[src/rtl/control_sequencer.sv]
// ============================================================================
// Module   : control_sequencer
// Brief    : Fetch/execute T-state micro-sequencer for the 8-bit CPU datapath.
//            Optional macro CTRL_EARLY_END_EN returns to T0 right after each
//            instruction's last active step instead of always running T0..T4.
// Revision : 1.0 - initial release
// ============================================================================
`default_nettype none

module control_sequencer #(
    parameter int OPCODE_WIDTH = 4
) (
    input  logic                    i_clk,
    input  logic                    i_rst_n,
    input  logic [OPCODE_WIDTH-1:0] i_opcode,
    input  logic                    i_carry_flag,
    input  logic                    i_zero_flag,
    output logic [2:0]              o_tstate,
    output logic                    o_pc_out,
    output logic                    o_pc_inc,
    output logic                    o_pc_load,
    output logic                    o_mar_load,
    output logic                    o_ram_out,
    output logic                    o_ram_in,
    output logic                    o_ir_load,
    output logic                    o_ir_out,
    output logic                    o_a_load,
    output logic                    o_a_out,
    output logic                    o_b_load,
    output logic                    o_alu_opcode,
    output logic                    o_alu_bus_wr_en,
    output logic                    o_out_load,
    output logic                    o_instr_done,
    output logic                    o_halt
);

    localparam logic [2:0] c_t0 = 3'd0;
    localparam logic [2:0] c_t1 = 3'd1;
    localparam logic [2:0] c_t2 = 3'd2;
    localparam logic [2:0] c_t3 = 3'd3;
    localparam logic [2:0] c_t4 = 3'd4;

    localparam logic [OPCODE_WIDTH-1:0] c_op_lda = OPCODE_WIDTH'(4'h1);
    localparam logic [OPCODE_WIDTH-1:0] c_op_add = OPCODE_WIDTH'(4'h2);
    localparam logic [OPCODE_WIDTH-1:0] c_op_sub = OPCODE_WIDTH'(4'h3);
    localparam logic [OPCODE_WIDTH-1:0] c_op_sta = OPCODE_WIDTH'(4'h4);
    localparam logic [OPCODE_WIDTH-1:0] c_op_ldi = OPCODE_WIDTH'(4'h5);
    localparam logic [OPCODE_WIDTH-1:0] c_op_jmp = OPCODE_WIDTH'(4'h6);
    localparam logic [OPCODE_WIDTH-1:0] c_op_jc  = OPCODE_WIDTH'(4'h7);
    localparam logic [OPCODE_WIDTH-1:0] c_op_jz  = OPCODE_WIDTH'(4'h8);
    localparam logic [OPCODE_WIDTH-1:0] c_op_out = OPCODE_WIDTH'(4'hE);
    localparam logic [OPCODE_WIDTH-1:0] c_op_hlt = OPCODE_WIDTH'(4'hF);

    logic [2:0] r_tstate;
    logic       r_halt;
    logic [2:0] w_next_tstate;
    logic       w_next_halt;
    logic [2:0] w_last_step;

    always_ff @(posedge i_clk or negedge i_rst_n) begin
        if (!i_rst_n) begin
            r_tstate <= c_t0;
            r_halt   <= 1'b0;
        end else begin
            r_tstate <= w_next_tstate;
            r_halt   <= w_next_halt;
        end
    end

    always_comb begin
        w_last_step = c_t2;
        case (i_opcode)
            c_op_lda, c_op_sta: w_last_step = c_t3;
            c_op_add, c_op_sub: w_last_step = c_t4;
            default:            w_last_step = c_t2;
        endcase
    end

    always_comb begin
        w_next_tstate = r_tstate + 3'd1;
        w_next_halt   = r_halt;
        if (r_halt) begin
            w_next_tstate = r_tstate;
        end else if ((r_tstate == c_t2) && (i_opcode == c_op_hlt)) begin
            // Freeze in T2 for good; only reset leaves the halted state.
            w_next_tstate = c_t2;
            w_next_halt   = 1'b1;
`ifdef CTRL_EARLY_END_EN
        end else if (r_tstate >= w_last_step) begin
            w_next_tstate = c_t0;
`else
        end else if (r_tstate >= c_t4) begin
            w_next_tstate = c_t0;
`endif
        end
    end

    assign o_tstate     = r_tstate;
    assign o_halt       = r_halt;
    assign o_instr_done = !r_halt && (r_tstate == w_last_step);

    always_comb begin
        o_pc_out        = 1'b0;
        o_pc_inc        = 1'b0;
        o_pc_load       = 1'b0;
        o_mar_load      = 1'b0;
        o_ram_out       = 1'b0;
        o_ram_in        = 1'b0;
        o_ir_load       = 1'b0;
        o_ir_out        = 1'b0;
        o_a_load        = 1'b0;
        o_a_out         = 1'b0;
        o_b_load        = 1'b0;
        o_alu_opcode    = 1'b0;
        o_alu_bus_wr_en = 1'b0;
        o_out_load      = 1'b0;
        if (!r_halt) begin
            case (r_tstate)
                c_t0: begin
                    o_pc_out   = 1'b1;
                    o_mar_load = 1'b1;
                end
                c_t1: begin
                    o_ram_out = 1'b1;
                    o_ir_load = 1'b1;
                    o_pc_inc  = 1'b1;
                end
                c_t2: begin
                    case (i_opcode)
                        c_op_lda, c_op_add, c_op_sub, c_op_sta: begin
                            o_ir_out   = 1'b1;
                            o_mar_load = 1'b1;
                        end
                        c_op_ldi: begin
                            o_ir_out = 1'b1;
                            o_a_load = 1'b1;
                        end
                        c_op_jmp: begin
                            o_ir_out  = 1'b1;
                            o_pc_load = 1'b1;
                        end
                        c_op_jc: begin
                            o_ir_out  = i_carry_flag;
                            o_pc_load = i_carry_flag;
                        end
                        c_op_jz: begin
                            o_ir_out  = i_zero_flag;
                            o_pc_load = i_zero_flag;
                        end
                        c_op_out: begin
                            o_a_out    = 1'b1;
                            o_out_load = 1'b1;
                        end
                        default: ;
                    endcase
                end
                c_t3: begin
                    case (i_opcode)
                        c_op_lda: begin
                            o_ram_out = 1'b1;
                            o_a_load  = 1'b1;
                        end
                        c_op_add, c_op_sub: begin
                            o_ram_out = 1'b1;
                            o_b_load  = 1'b1;
                        end
                        c_op_sta: begin
                            o_a_out  = 1'b1;
                            o_ram_in = 1'b1;
                        end
                        default: ;
                    endcase
                end
                c_t4: begin
                    if ((i_opcode == c_op_add) || (i_opcode == c_op_sub)) begin
                        o_alu_bus_wr_en = 1'b1;
                        o_a_load        = 1'b1;
                        o_alu_opcode    = (i_opcode == c_op_add);
                    end
                end
                default: ;
            endcase
        end
    end

endmodule

`default_nettype wire

[config.mk]
export PLATFORM = sky130hd
export DESIGN_NAME = control_sequencer
export DESIGN_NICKNAME = d
export VERILOG_FILES = /design/src/rtl/control_sequencer.sv
export SDC_FILE = /design/constraint.sdc
export NUM_CORES = 1
export LEC_CHECK = 0
export ABC_AREA = 1
export BUFFER_PORTS_ARGS = -buffer_cell sky130_fd_sc_hd__clkbuf_2
export CORE_MARGIN = 2
export CORE_UTILIZATION = 40
export DETAILED_ROUTE_END_ITERATION = 12
export PLACE_DENSITY = 0.73
export RECOVER_POWER = 50
export SETUP_SLACK_MARGIN = 0.15
export SYNTH_ARGS = -nofsm -noshare
export SYNTH_HDL_FRONTEND = slang
export SYNTH_SLANG_ARGS = --single-unit
[constraint.sdc]
create_clock -name i_clk -period 1.5 [get_ports i_clk]
set_clock_uncertainty 0.1 [all_clocks]
set_input_delay 0.45 -clock i_clk [delete_from_list [all_inputs] [get_ports i_clk]]
set_output_delay 0.45 -clock i_clk [all_outputs]
set_load 0.01 [all_outputs]
# Word level (Yosys, flattened, before mapping)
# Index checks and enable logic that the tools add are counted.
classes:
  order_cmp: 1
  mux: 42
  n_eq_ne: 15
  addsub: 1
  reduce_logical: 10
ops:
  columns: ["operator", "count"]
  rows:
  - ["two-way mux 1 bit", 33]
  - ["== test 4 x 3 -> 1 bit, second input constant", 4]
  - ["== test 4 bit, second input constant", 3]
  - ["one-hot mux 1 bit (3 select lines)", 3]
  - ["== test 4 x 2 -> 1 bit, second input constant", 2]
  - ["== test 3 x 2 -> 1 bit, second input constant", 2]
  - ["two-way mux 3 bit", 2]
  - ["one-hot mux 1 bit (2 select lines)", 3]
  - ["one-hot mux 3 bit (2 select lines)", 1]
  - ["OR reduction 6 bit", 1]
  - ["== test 4 x 1 -> 1 bit, second input constant", 1]
  - ["OR reduction 2 bit", 2]
  - ["OR reduction 4 bit", 1]
  - ["adder 3 x 1 -> 3 bit, second input constant", 1]
  - ["== test 3 x 1 -> 1 bit, second input constant", 1]
  - ["== test 3 bit", 1]
  - ["== test 3 bit, second input constant", 1]
  - ["greater-or-equal comparator 3 bit, second input constant", 1]
  - ["logical NOT 3 bit", 1]
  - ["OR reduction 3 bit", 1]
  - ["logical AND 1 bit", 2]
  - ["logical NOT 1 bit", 1]
  - ["logical OR 1 bit", 1]
word_totals:
  ff_bits: 4
  wordCells: 71
  in_bits: 8
  out_inout_bits: 19

# Longest topological paths before layout
# Gate-level depths: netlist (run 1).
depth:
  ltp_word: 5
  ltp_mapped: 8
  depth_no_buf: 8

# Least setup slack after synthesis (run 1)
# Ideal clock, no wire load.
synth_path:
  path_type: "reg2out"
  start: "register r_tstate[1] (netlist: o_tstate[1])"
  end: "output o_ram_out"
  required_ps: 950
  path_stages_with_launch: 5
  t_arrival_ps: 1241
  slack_ps: -291
  n_path_buf: 0
  path_cell_list: "dfrtp_1 > ha_1 > ha_1 > nand3_1 > a211oi_1"
synth_via:
  elab_chain_len: 3
  word_cells_on_any_way: 4
  cone_classes: "eq/ne: 2; mux: 2"
synth_lines:
  columns: ["item", "line", "source"]
  rows:
  - ["from (decl)", "54", "logic [2:0] r_tstate;"]
  - ["from (signal assigned)", "62", "r_tstate <= c_t0;"]
  - ["from (signal assigned)", "65", "r_tstate <= w_next_tstate;"]
  - ["== test 3 x 2 -> 1 bit or == test 3 x 1 -> 1 bit (tied branches)", "118", "case (r_tstate)"]
  - ["one-hot mux 1 bit (2 select lines) *", "118", null]
  - ["two-way mux 1 bit *", "117", "if (!r_halt) begin"]
  - ["to (decl)", "23", "output logic o_ram_out,"]
# Mark *: on every way between the ends. The rest lies on a longest branch, timed or not.

# Worst setup path after layout (run 1)
layout_path:
  start: "register r_tstate[1] (netlist: o_tstate[1])"
  end: "output o_a_load"
layout_via:
  elab_chain_len: 3
  word_cells_on_any_way: 5
  cone_classes: "eq/ne: 3; mux: 2"
layout_lines:
  columns: ["item", "line", "source"]
  rows:
  - ["== test 3 bit or == test 3 x 2 -> 1 bit (tied branches)", "118", null]
  - ["one-hot mux 1 bit (3 select lines) *", "118", null]
  - ["two-way mux 1 bit *", "117", null]
  - ["to (decl)", "27", "output logic o_a_load,"]
# Marked as above.

==> summary.txt, run 1 <==
STA
  – Endpoints failing setup: 17
  – Max-slew violations: 0
  – Final Cycle Share: 136%
  – Tmin final: 2.04 ns
  – Final TNS setup: -6.79 ns
  – Worst Max-Slew Pin Slew: 0.278 ns
  – Worst slew margin: 81.3%
  – RSZ-0062 raised after global routing: true
  – FMAX: 491 MHz
  – Final setup margin: -0.535 ns
  – Final hold violations: 0

Detailed routing
  – Final ANT Viol Nets: 0
  – Routed wire length: 2240 um
  – WL met2: 1170 um
  – Top routing layer in use: met4
  – Wire length on met3: 87 um
  – WL met1: 920 um
  – Initial DRC Count: 31
  – Vias per std cell: 5.22
  – # DRC: 0
  – DR pass1 iterations: 4
  – Routed vias: 851
  – WL/cell: 13.7 um

Global route
  – Total grt overflow: 0
  – Largest net degree at the start of global routing: 7
  – Global Route Usage Sum: 24.8%
  – Initial antenna violation count: 0
  – First-pass GRT wire length: 3350 um
  – Vias in the first global route: 761

Synth
  – Post-synthesis sequential area ratio: 17.4%
  – Synth Instances: 92
  – Register bit total from synthesis: 4
  – Most frequent cell after synthesis: nand2_1
  – Yosys top cell by area: dfrtp_1
  – Synth Net Count: 105
  – Most frequent cells after synthesis: 18 x nand2_1, 13 x nor2_1, 12 x inv_1
  – EDFF count, synth: 0
  – Synth cell types: 22
  – Syn avg cell area: 6.24 um2
  – Synth warn: 0
  – Post-synthesis cell area: 574 um2
  – Synth async-reset ratio: 100%
  – Area contributors post-synth: dfrtp_1 17%, nand2_1 12%, ha_1 11%
  – Top cell type's share of synthesized area: 17.4%
  – Ys flop type: dfrtp_1

CTS
  – Worst-path clk slew: 0.05 ns
  – Clock Latency Late Sink: 0.26 ns
  – TritonCTS clock tree: done
  – Htree depth: 1
  – Clock sinks: 4
  – Root Buffer: clkbuf_4
  – Clk buf depth: 2
  – Cts bufs inserted: 3

Setup path
  – Crit path depth: 7
  – R2R cell count: 9
  – Worst Path Arrival: 1.49 ns
  – CP Max Fanout: 4
  – Crit start category: register
  – CP Class: register to primary output
  – WP data required: 0.95 ns
  – Crit path cell chain: ha_4, ha_4, nand2_1, o21ai_2, nand2_1, a22oi_2, buf_2
  – CP delay by family, top: flip-flops
  – WP buf/inv: 1
  – Max stage delay on crit path: 0.46 ns
  – R2R Setup Slk: 0.04 ns
  – Crit end category: primary output
  – R2r endpoint: o_tstate[1]
  – R2R Path Start: o_tstate[0]
  – Critical path's slowest cell: dfrtp_2

Power and ir drop
  – Clk pwr share: 48.7%
  – Lkg Pwr: 0.547 nW
  – Cell area power density: 302 nW/um2
  – Combinational share of power: 19.4%
  – Peak VDD IR: 0.294 mV
  – Int Pwr: 0.235 mW
  – Switch share: 30.9%
  – Sw power: 0.105 mW
  – Flop pwr share: 31.9%

Die
  – Row Count: 13
  – Die width: 41.9 um
  – Initial core utilization: 43.6%
  – I/O Pins: 27
  – Die Y: 41.9 um
  – Core area: 1320 um2
  – Die Area: 1750 um2

Placement
  – Hpwl dp: 1510 um
  – Dpl cells: 148
  – Placer congestion estimate: 0.889
  – I/O Buffers: 26

Outcome
  – Failing checks: negative setup slack
  – Status: finished with violations

Layout
  – Share of layout cells above drive strength 1: 68.2%
  – Final #Nets: 162
  – Final Non-Filler Cells: 163
  – Layout Area Growth over Synthesis: 96.1%
  – Antenna Cells: 0

Min path
  – Hold WC Path Type: primary input to asynchronous set/reset pin

Job
  – Number of max-cap violations: 0
==> power groups by stage <==
stage	Combinational [mW]	Clock, mW	Sequential, mW
3_3_place_gp	0.0588	0	0.110
3_5_place_dp	0.0606	0	0.110
4_1_cts	0.0632	0.164	0.108
6_report	0.0659	0.165	0.108
2_1_floorplan	0.0286	0	0.110
5_1_grt	0.0722	0.183	0.108
==> cell families after synthesis <==
logic type                 Yosys count  share of synthesized area (%)
adders and majority gates            5                           10.9
AOI/OAI and AO/OA                   15                           16.8
and+or+nand+nor                     50                           41.6
DFF                                  4                           17.4
buffers and inverters               18                           13.3
==> cells in the final DEF (no fill, tap or decap) <==
master,netlist,final
a211oi_2,0,1
a21oi_1,3,2
a21oi_2,2,3
a22oi_2,1,1
buf_2,0,6
buf_4,2,22
buf_6,0,6
clkbuf_1,0,2
clkbuf_2,0,18
clkbuf_4,0,3
clkinv_1,1,1
clkinv_2,1,1
dfrtp_1,4,1
dfrtp_2,0,3
dlygate4sd3_1,0,1
ha_1,5,1
ha_4,0,4
inv_1,12,8
inv_2,2,3
inv_4,0,3
nand2_1,18,13
nand2_2,3,7
nand2_4,0,1
nand3_1,8,8
nand3_2,2,1
nand3_4,0,1
nor2_1,13,4
nor2_2,3,9
nor2_4,0,3
nor3_1,1,1
nor3_2,2,1
nor3_4,0,1
o21ai_0,4,3
o21ai_1,1,1
o21ai_2,0,1
o22ai_1,3,1
o22ai_2,0,2
==> metrics by stage <==
| step | util, % | hold WS (ns) | power (mW) | cell area (um2) | setup WS (ns) |
|---|---|---|---|---|---|
| 3_3_place_gp | 71.1 | 0.157 | 0.169 | 937 | -0.368 |
| 5_1_grt | 85.5 | 0.476 | 0.363 | 1130 | -0.638 |
| 3_5_place_dp | 71.1 | 0.163 | 0.170 | 937 | -0.402 |
| 6_report | 85.5 | 0.457 | 0.340 | 1130 | -0.535 |
| 2_1_floorplan | - | 0.0544 | 0.138 | 676 | -0.166 |
| 4_1_cts | 80.2 | 0.437 | 0.335 | 1060 | -0.534 |
==> layout make-up <==
type	instances	area, um2
tap	15	18.8
multi-input combinational	70	542
sequential	4	104
timing repair buffer	54	367
fill	82	191
clock buffer	4	26.3
inverter	16	68.8
==> worst max-delay path by stage <==
stage                           start        to  slack (ns)
after global placement    i_opcode[0]  o_ir_out       -0.37
final                     o_tstate[1]  o_a_load       -0.54
after CTS                 o_tstate[0]  o_a_load       -0.53
after global routing      o_tstate[1]  o_a_load       -0.64
after floorplan           o_tstate[0]  o_a_load       -0.17
after detailed placement  i_opcode[1]  o_ir_out       -0.40
==> sequential cells by signal, indices dropped and copies added (netlist names) <==
name      cells
o_halt        1
o_tstate      3
==> timing repair <==
item / 4_1_cts / 5_1_grt
endpoints found under the hold margin: 4 / 0
hold buffers: 1 / 0
pin swaps: 8 / 3
setup endpoints to repair: 19 / 22
gates resized for setup: 13 / 15
setup buffers: 5 / 5
==> metal layers <==
metal | global-route usage [%] | up-vias
li1 | - | 408
met1 | 30.5 | 391
met2 | 44.1 | 42
met3 | 2.61 | 10
met4 | 9.03 | 0
met5 | 0 | -
Power figures use the tool's default switching activity.
==> run 2: changes to the inputs <==
--- a/config.mk
+++ b/config.mk
@@ -8,9 +8,8 @@
 export ABC_AREA = 1
 export BUFFER_PORTS_ARGS = -buffer_cell sky130_fd_sc_hd__clkbuf_2
 export CORE_MARGIN = 2
-export CORE_UTILIZATION = 40
+export CORE_UTILIZATION = 32
 export DETAILED_ROUTE_END_ITERATION = 12
-export PLACE_DENSITY = 0.73
 export RECOVER_POWER = 50
 export SETUP_SLACK_MARGIN = 0.15
 export SYNTH_ARGS = -nofsm -noshare
==> run 2 against run 1 <==
- the flow still finishes with violations (negative setup slack)
- non-clock buffer count up 4
- power down 5.5%
- clock power down 14%
- worst hold slack better by 0.034 ns
- setup slack better by 0.0049 ns
- critical path depth unchanged
- core utilization down 15 points
- largest power group unchanged
==> summary.txt, run 2 (same netlist as run 1, synthesis figures left out) <==
Global route
  – Initial antenna violation count: 0 (unchanged)
  – First-pass GRT wire length: 2960 um (was 3350 um)
  – Global Route Usage Sum: 19.2% (was 24.8%)
  – Vias in the first global route: 722 (was 761)
  – Total grt overflow: 0 (unchanged)
  – Largest net degree at the start of global routing: 7 (unchanged)

Layout
  – Most frequent cells in the layout: 23 x buf_4, 17 x clkbuf_2, 15 x nand2_1 (was 22 x buf_4, 18 x clkbuf_2, 13 x nand2_1)
  – Max reg flops: 3 (unchanged)
  – Leading cell type in the layout, fill and taps excluded: buf_4 (unchanged)
  – Final #Nets: 166 (was 162)
  – Layout Area Growth over Synthesis: 109% (was 96.1%)
  – Share of layout cells above drive strength 1: 69.7% (was 68.2%)
  – Antenna Cells: 0 (unchanged)

Placement
  – Hpwl dp: 1470 um (was 1510 um)
  – I/O Buffers: 26 (unchanged)
  – Placer congestion estimate: 0.796 (was 0.889)

CTS
  – TritonCTS clock tree: done (unchanged)
  – Htree depth: 1 (unchanged)
  – Cts bufs inserted: 3 (unchanged)
  – Clk buf depth: 2 (unchanged)
  – Clock Latency Late Sink: 0.23 ns (was 0.26 ns)
  – Worst-path clk slew: 0.04 ns (was 0.05 ns)
  – Root Buffer: clkbuf_4 (unchanged)
  – Clock sinks: 4 (unchanged)

Outcome
  – Status: finished with violations (unchanged)
  – Failing checks: negative setup slack (unchanged)

Setup path
  – CP Class: register to primary output (unchanged)
  – CP Max Fanout: 4 (unchanged)
  – Worst Path Arrival: 1.48 ns (was 1.49 ns)
  – Crit end category: primary output (unchanged)
  – Crit start category: register (unchanged)
  – WP data required: 0.95 ns (about the same)

Die
  – Initial core utilization: 33.6% (was 43.6%)
  – Row Count: 15 (was 13)
  – Core area: 1710 um2 (was 1320 um2)
  – Die Y: 46.4 um (was 41.9 um)
  – Die width: 46.4 um (was 41.9 um)
  – I/O Pins: 27 (unchanged)
  – Die Area: 2150 um2 (was 1750 um2)

STA
  – Hold slack final: 0.491 ns (was 0.457 ns)
  – Endpoints failing setup: 18 (was 17)
  – Worst Max-Slew Pin Slew: 0.205 ns (was 0.278 ns)
  – Final hold violations: 0 (unchanged)
  – Worst slew margin: 86.2% (was 81.3%)
  – Final setup margin: -0.530 ns (was -0.535 ns)
  – FMAX: 493 MHz (was 491 MHz)
  – RSZ-0062 raised after global routing: true (unchanged)
  – Final TNS setup: -7.25 ns (was -6.79 ns)
  – Tmin final: 2.03 ns (was 2.04 ns)
  – Max-slew violations: 0 (unchanged)
  – Final Cycle Share: 135% (was 136%)

Power and ir drop
  – Lkg Pwr: 0.577 nW (was 0.547 nW)
  – Cell area power density: 267 nW/um2 (was 302 nW/um2)
  – Peak VDD IR: 0.332 mV (was 0.294 mV)

Detailed routing
  – Initial DRC Count: 11 (was 31)
  – Routed vias: 807 (was 851)
  – Vias per std cell: 4.56 (was 5.22)
  – # DRC: 0 (unchanged)
  – DR pass1 iterations: 4 (unchanged)
  – Routed wire length: 2000 um (was 2240 um)
  – Final ANT Viol Nets: 0 (unchanged)
  – WL/cell: 11.3 um (was 13.7 um)

Min path
  – Hold WC Path Type: primary input to asynchronous set/reset pin (unchanged)

Job
  – Number of max-cap violations: 0 (unchanged)
run 2: report_power, final:
group          total (mW)  internal, mW  switching [mW]
clock               0.142        0.0997          0.0422
sequential          0.108         0.108               0
combinational      0.0706        0.0295          0.0410
run 2: area by class of cell:
| cell class | instances | area, um2 |
|---|---|---|
| Clock buffer | 4 | 26.3 |
| Fill cell | 148 | 508 |
| Inverter | 16 | 66.3 |
| Multi-Input combinational cell | 70 | 547 |
| Sequential cell | 4 | 104 |
| Tap cell | 25 | 31.3 |
| Timing Repair Buffer | 58 | 425 |
run 2: final timing paths:
| path | cells after the start | startpoint | to | slack, ns |
|---|---|---|---|---|
| worst max register to register | 9 | o_tstate[0] | o_tstate[1] | 0.03 |
| worst max-delay path | 7 | o_tstate[0] | o_pc_inc | -0.53 |
| max in group asynchronous | 2 | i_rst_n | o_tstate[2] | 0.61 |
| worst min register to register | 2 | o_halt | o_tstate[1] | 0.52 |
| min in group i_clk | 2 | o_halt | o_tstate[1] | 0.52 |
| worst min-delay path | 2 | i_rst_n | o_tstate[0] | 0.49 |
run 2: through the flow:
step	total power [mW]	std cells	worst slack [ns]	area (um2)	util [%]
after CTS	0.327	175	-0.516	1120	65.6
final	0.321	177	-0.530	1200	70.3
after floorplan	0.138	92	-0.166	676	-
after global placement	0.171	164	-0.399	995	58.2
after detailed placement	0.172	164	-0.426	995	58.2
after global routing	0.351	177	-0.592	1200	70.3
run 2: routing by layer:
metal / vias to the layer above / share of wire, % / GRT usage, % / routed length [um]
li1: 424 / - / - / -
met2: 19 / 57 / 35.6 / 1130
met1: 362 / 40 / 21.7 / 791
met3: 2 / 2.9 / 1.96 / 58
met5: - / 0 / 0 / 0
met4: 0 / 0.90 / 8.00 / 18
run 2: critical path, cell delays in order, from the launching register on:
cell,delay (ns)
dfrtp_2,0.45
buf_4,0.15
buf_6,0.10
ha_1,0.20
inv_2,0.07
buf_4,0.11
nor2_4,0.04
clkbuf_2,0.12
run 2: what timing repair did:
item | CTS | global route
setup endpoints to repair | 22 | 23
setup buffers | 6 | 2
resized for setup | 13 | 22
hold buffers | 1 | 0
pin swaps | 5 | 2
hold endpoints to repair | 4 | 0
==> run 3: changes to the inputs <==
--- a/config.mk
+++ b/config.mk
@@ -5,12 +5,13 @@
 export SDC_FILE = /design/constraint.sdc
 export NUM_CORES = 1
 export LEC_CHECK = 0
-export ABC_AREA = 1
 export BUFFER_PORTS_ARGS = -buffer_cell sky130_fd_sc_hd__clkbuf_2
 export CORE_MARGIN = 2
 export CORE_UTILIZATION = 32
 export DETAILED_ROUTE_END_ITERATION = 12
+export HOLD_SLACK_MARGIN = 0.08
 export RECOVER_POWER = 50
+export REMOVE_ABC_BUFFERS = 1
 export SETUP_SLACK_MARGIN = 0.15
 export SYNTH_ARGS = -nofsm -noshare
 export SYNTH_HDL_FRONTEND = slang
==> run 3 against run 2 <==
- sequential power grew 130%
- worst hold slack lost 0.018 ns
- the run still ends with negative setup slack left
- non-clock buffer count increased by 2
- synthesized cell count is 17% lower
- highest routed layer unchanged
- area after synthesis is 4.6% higher
==> summary.txt, run 3 <==
Setup path
  – WP data required: 0.95 ns (about the same)
  – Crit start category: register (unchanged)
  – CP Max Fanout: 6 (was 4)
  – Crit end category: primary output (unchanged)
  – Worst Path Arrival: 1.82 ns (was 1.48 ns)
  – CP Class: register to primary output (unchanged)

CTS
  – Cts bufs inserted: 3 (unchanged)
  – Root Buffer: clkbuf_4 (unchanged)
  – Clock sinks: 4 (unchanged)
  – Htree depth: 1 (unchanged)
  – Clk buf depth: 2 (unchanged)
  – Worst-path clk slew: 0.04 ns (about the same)
  – TritonCTS clock tree: done (unchanged)
  – Clock Latency Late Sink: 0.23 ns (about the same)

Synth
  – Top cell type's share of synthesized area: 16.7% (was 17.4%)
  – Area contributors post-synth: dfrtp_1 17%, ha_1 10%, nor2_1 5.0% (was dfrtp_1 17%, nand2_1 12%, ha_1 11%)
  – Syn avg cell area: 7.90 um2 (was 6.24 um2)
  – Most frequent cell after synthesis: nor2_1 (was nand2_1)
  – Register bit total from synthesis: 4 (unchanged)
  – Most frequent cells after synthesis: 8 x nor2_1, 5 x ha_1, 5 x nand2_1 (was 18 x nand2_1, 13 x nor2_1, 12 x inv_1)
  – Synth warn: 0 (unchanged)
  – Synth async-reset ratio: 100% (unchanged)
  – Yosys top cell by area: dfrtp_1 (unchanged)
  – Synth Instances: 76 (was 92)
  – EDFF count, synth: 0 (unchanged)
  – Ys flop type: dfrtp_1 (unchanged)
  – Post-synthesis sequential area ratio: 16.7% (was 17.4%)
  – Synth cell types: 36 (was 22)
  – Post-synthesis cell area: 601 um2 (was 574 um2)

Power and ir drop
  – Lkg Pwr: 0.594 nW (was 0.577 nW)
  – Cell area power density: 1720 nW/um2 (was 267 nW/um2)
  – Flop pwr share: 11.6% (was 33.8%)
  – Combinational share of power: 82.3% (was 22.0%)
  – Sw power: 0.880 mW (was 0.0832 mW)
  – Int Pwr: 1.26 mW (was 0.238 mW)
  – Switch share: 41.2% (was 25.9%)
  – Clk pwr share: 6.1% (was 44.2%)
  – Peak VDD IR: 1.35 mV (was 0.332 mV)

Detailed routing
  – Final ANT Viol Nets: 0 (unchanged)
  – WL/cell: 14.8 um (was 11.3 um)
  – Initial DRC Count: 10 (was 11)
  – # DRC: 0 (unchanged)
  – WL met1: 906 um (was 791 um)
  – Routed vias: 808 (was 807)
  – Top routing layer in use: met4 (unchanged)
  – Wire length on met3: 76 um (was 58 um)
  – Routed wire length: 2310 um (was 2000 um)
  – DR pass1 iterations: 4 (unchanged)
  – WL met2: 1290 um (was 1130 um)
  – Vias per std cell: 5.18 (was 4.56)

Die
  – Die width: 47.3 um (was 46.4 um)
  – Die Y: 47.3 um (was 46.4 um)
  – Row Count: 15 (unchanged)
  – Core area: 1750 um2 (was 1710 um2)
  – Initial core utilization: 34.4% (was 33.6%)
  – Die Area: 2240 um2 (was 2150 um2)
  – I/O Pins: 27 (unchanged)

STA
  – Worst Max-Slew Pin Slew: 0.454 ns (was 0.205 ns)
  – Tmin final: 2.37 ns (was 2.03 ns)
  – Final Cycle Share: 158% (was 135%)
  – Final hold violations: 0 (unchanged)
  – Endpoints failing setup: 20 (was 18)
  – Worst slew margin: 69.3% (was 86.2%)
  – Max-slew violations: 0 (unchanged)
  – RSZ-0062 raised after global routing: true (unchanged)
  – Final TNS setup: -9.42 ns (was -7.25 ns)
  – FMAX: 421 MHz (was 493 MHz)
  – Final setup margin: -0.875 ns (was -0.530 ns)

Layout
  – Leading cell type in the layout, fill and taps excluded: buf_6 (was buf_4)
  – Layout Area Growth over Synthesis: 107% (was 109%)
  – Finished Core Util: 71.3% (was 70.3%)
  – Max reg flops: 3 (unchanged)
  – Final #Nets: 146 (was 166)
  – Share of layout cells above drive strength 1: 68.7% (was 69.7%)
  – Final Non-Filler Cells: 156 (was 177)
  – Most frequent cells in the layout: 19 x buf_6, 17 x buf_4, 11 x buf_2 (was 23 x buf_4, 17 x clkbuf_2, 15 x nand2_1)
  – Antenna Cells: 0 (unchanged)

Global route
  – Largest net degree at the start of global routing: 18 (was 7)
  – Initial antenna violation count: 0 (unchanged)
  – Global Route Usage Sum: 20.1% (was 19.2%)
  – Vias in the first global route: 769 (was 722)
  – Total grt overflow: 0 (unchanged)
  – First-pass GRT wire length: 3190 um (was 2960 um)

Job
  – Number of max-cap violations: 0 (unchanged)

Min path
  – Hold WC Path Type: primary input to asynchronous set/reset pin (unchanged)

Outcome
  – Status: finished with violations (unchanged)
  – Failing checks: negative setup slack (unchanged)

Placement
  – Dpl cells: 144 (was 164)
  – Placer congestion estimate: 0.821 (was 0.796)
  – I/O Buffers: 26 (unchanged)
  – Hpwl dp: 1440 um (was 1470 um)
-- run 3: cell count changes in the layout (fill, tap and decap cells not counted), sizes merged, moves of 3 or more --
cell | previous run | this run
nand3 | 10 | 2
nand2 | 21 | 5
o22ai | 3 | 0
nor2 | 16 | 8
inv | 14 | 4
a21oi | 5 | 2
o21ai | 5 | 2
buf | 37 | 48
nand4 | 0 | 3
clkbuf | 24 | 14
-- run 3: power by group through the flow --
| stage | Clock (mW) | Sequential, mW | Combinational [mW] |
|---|---|---|---|
| final | 0.131 | 0.248 | 1.76 |
| after global routing | 0.149 | 0.259 | 1.87 |
| after global placement | 0 | 0.207 | 1.07 |
| after detailed placement | 0 | 0.209 | 1.08 |
| after CTS | 0.139 | 0.235 | 1.40 |
| after floorplan | 0 | 0.304 | 0.431 |
-- run 3: final cells by class --
cell class                      count  area [um2]
Clock buffer                        3        22.5
Tap cell                           25        31.3
Multi-Input combinational cell     60         588
Timing Repair Buffer               60         483
Inverter                            4        17.5
Sequential cell                     4         103
Fill cell                         138         500
-- run 3: repair_timing --
action,CTS,global route
buffers inserted,3,5
resized for setup,41,35
pin swaps,15,4
hold buffers,1,0
endpoints found under the hold margin,4,0
setup endpoints to repair,23,23
-- run 3: through the flow --
stage / area, um2 / total power, mW / setup WS, ns / hold slack, ns
floorplan: 547 / 0.735 / -0.600 / 0.0544
global placement: 896 / 1.28 / -0.531 / 0.158
detailed placement: 896 / 1.29 / -0.576 / 0.161
CTS: 1120 / 1.78 / -0.713 / 0.443
global route: 1240 / 2.28 / -0.915 / 0.479
finish: 1240 / 2.14 / -0.875 / 0.472
-- run 3: worst max-delay path, stage by stage (launching register included) --
cell      delay (ns)
dfrtp_1         0.41
buf_6           0.13
buf_6           0.13
nor4bb_1        0.45
nand4_1         0.22
o211ai_2        0.11
buf_2           0.14
-- run 3: worst paths after layout --
check                             from      endpoint  slack, ns  cells after the start
hold / removal                 i_rst_n   o_tstate[2]       0.47                      2
setup / recovery           o_tstate[2]  o_instr_done      -0.87                      6
setup reg to reg           o_tstate[0]   o_tstate[0]      -0.19                      6
max in group asynchronous      i_rst_n   o_tstate[1]       0.62                      2
hold reg to reg            o_tstate[2]   o_tstate[2]       0.60                      2
min in group i_clk         o_tstate[2]   o_tstate[2]       0.60                      2
-- run 3: cells by family after synthesis --
logic type / synth area share (%)
simple gates: 35.4
compound gates: 24.6
buf+inv: 11.5
fa+ha+maj: 10.4
flops: 16.7
xor+xnor: 1.46
-- run 3: layer usage --
metal,GRT usage [%],vias up
li1,-,398
met1,20.7,384
met2,39.7,22
met3,2.31,4
met4,8.33,0
met5,0,-
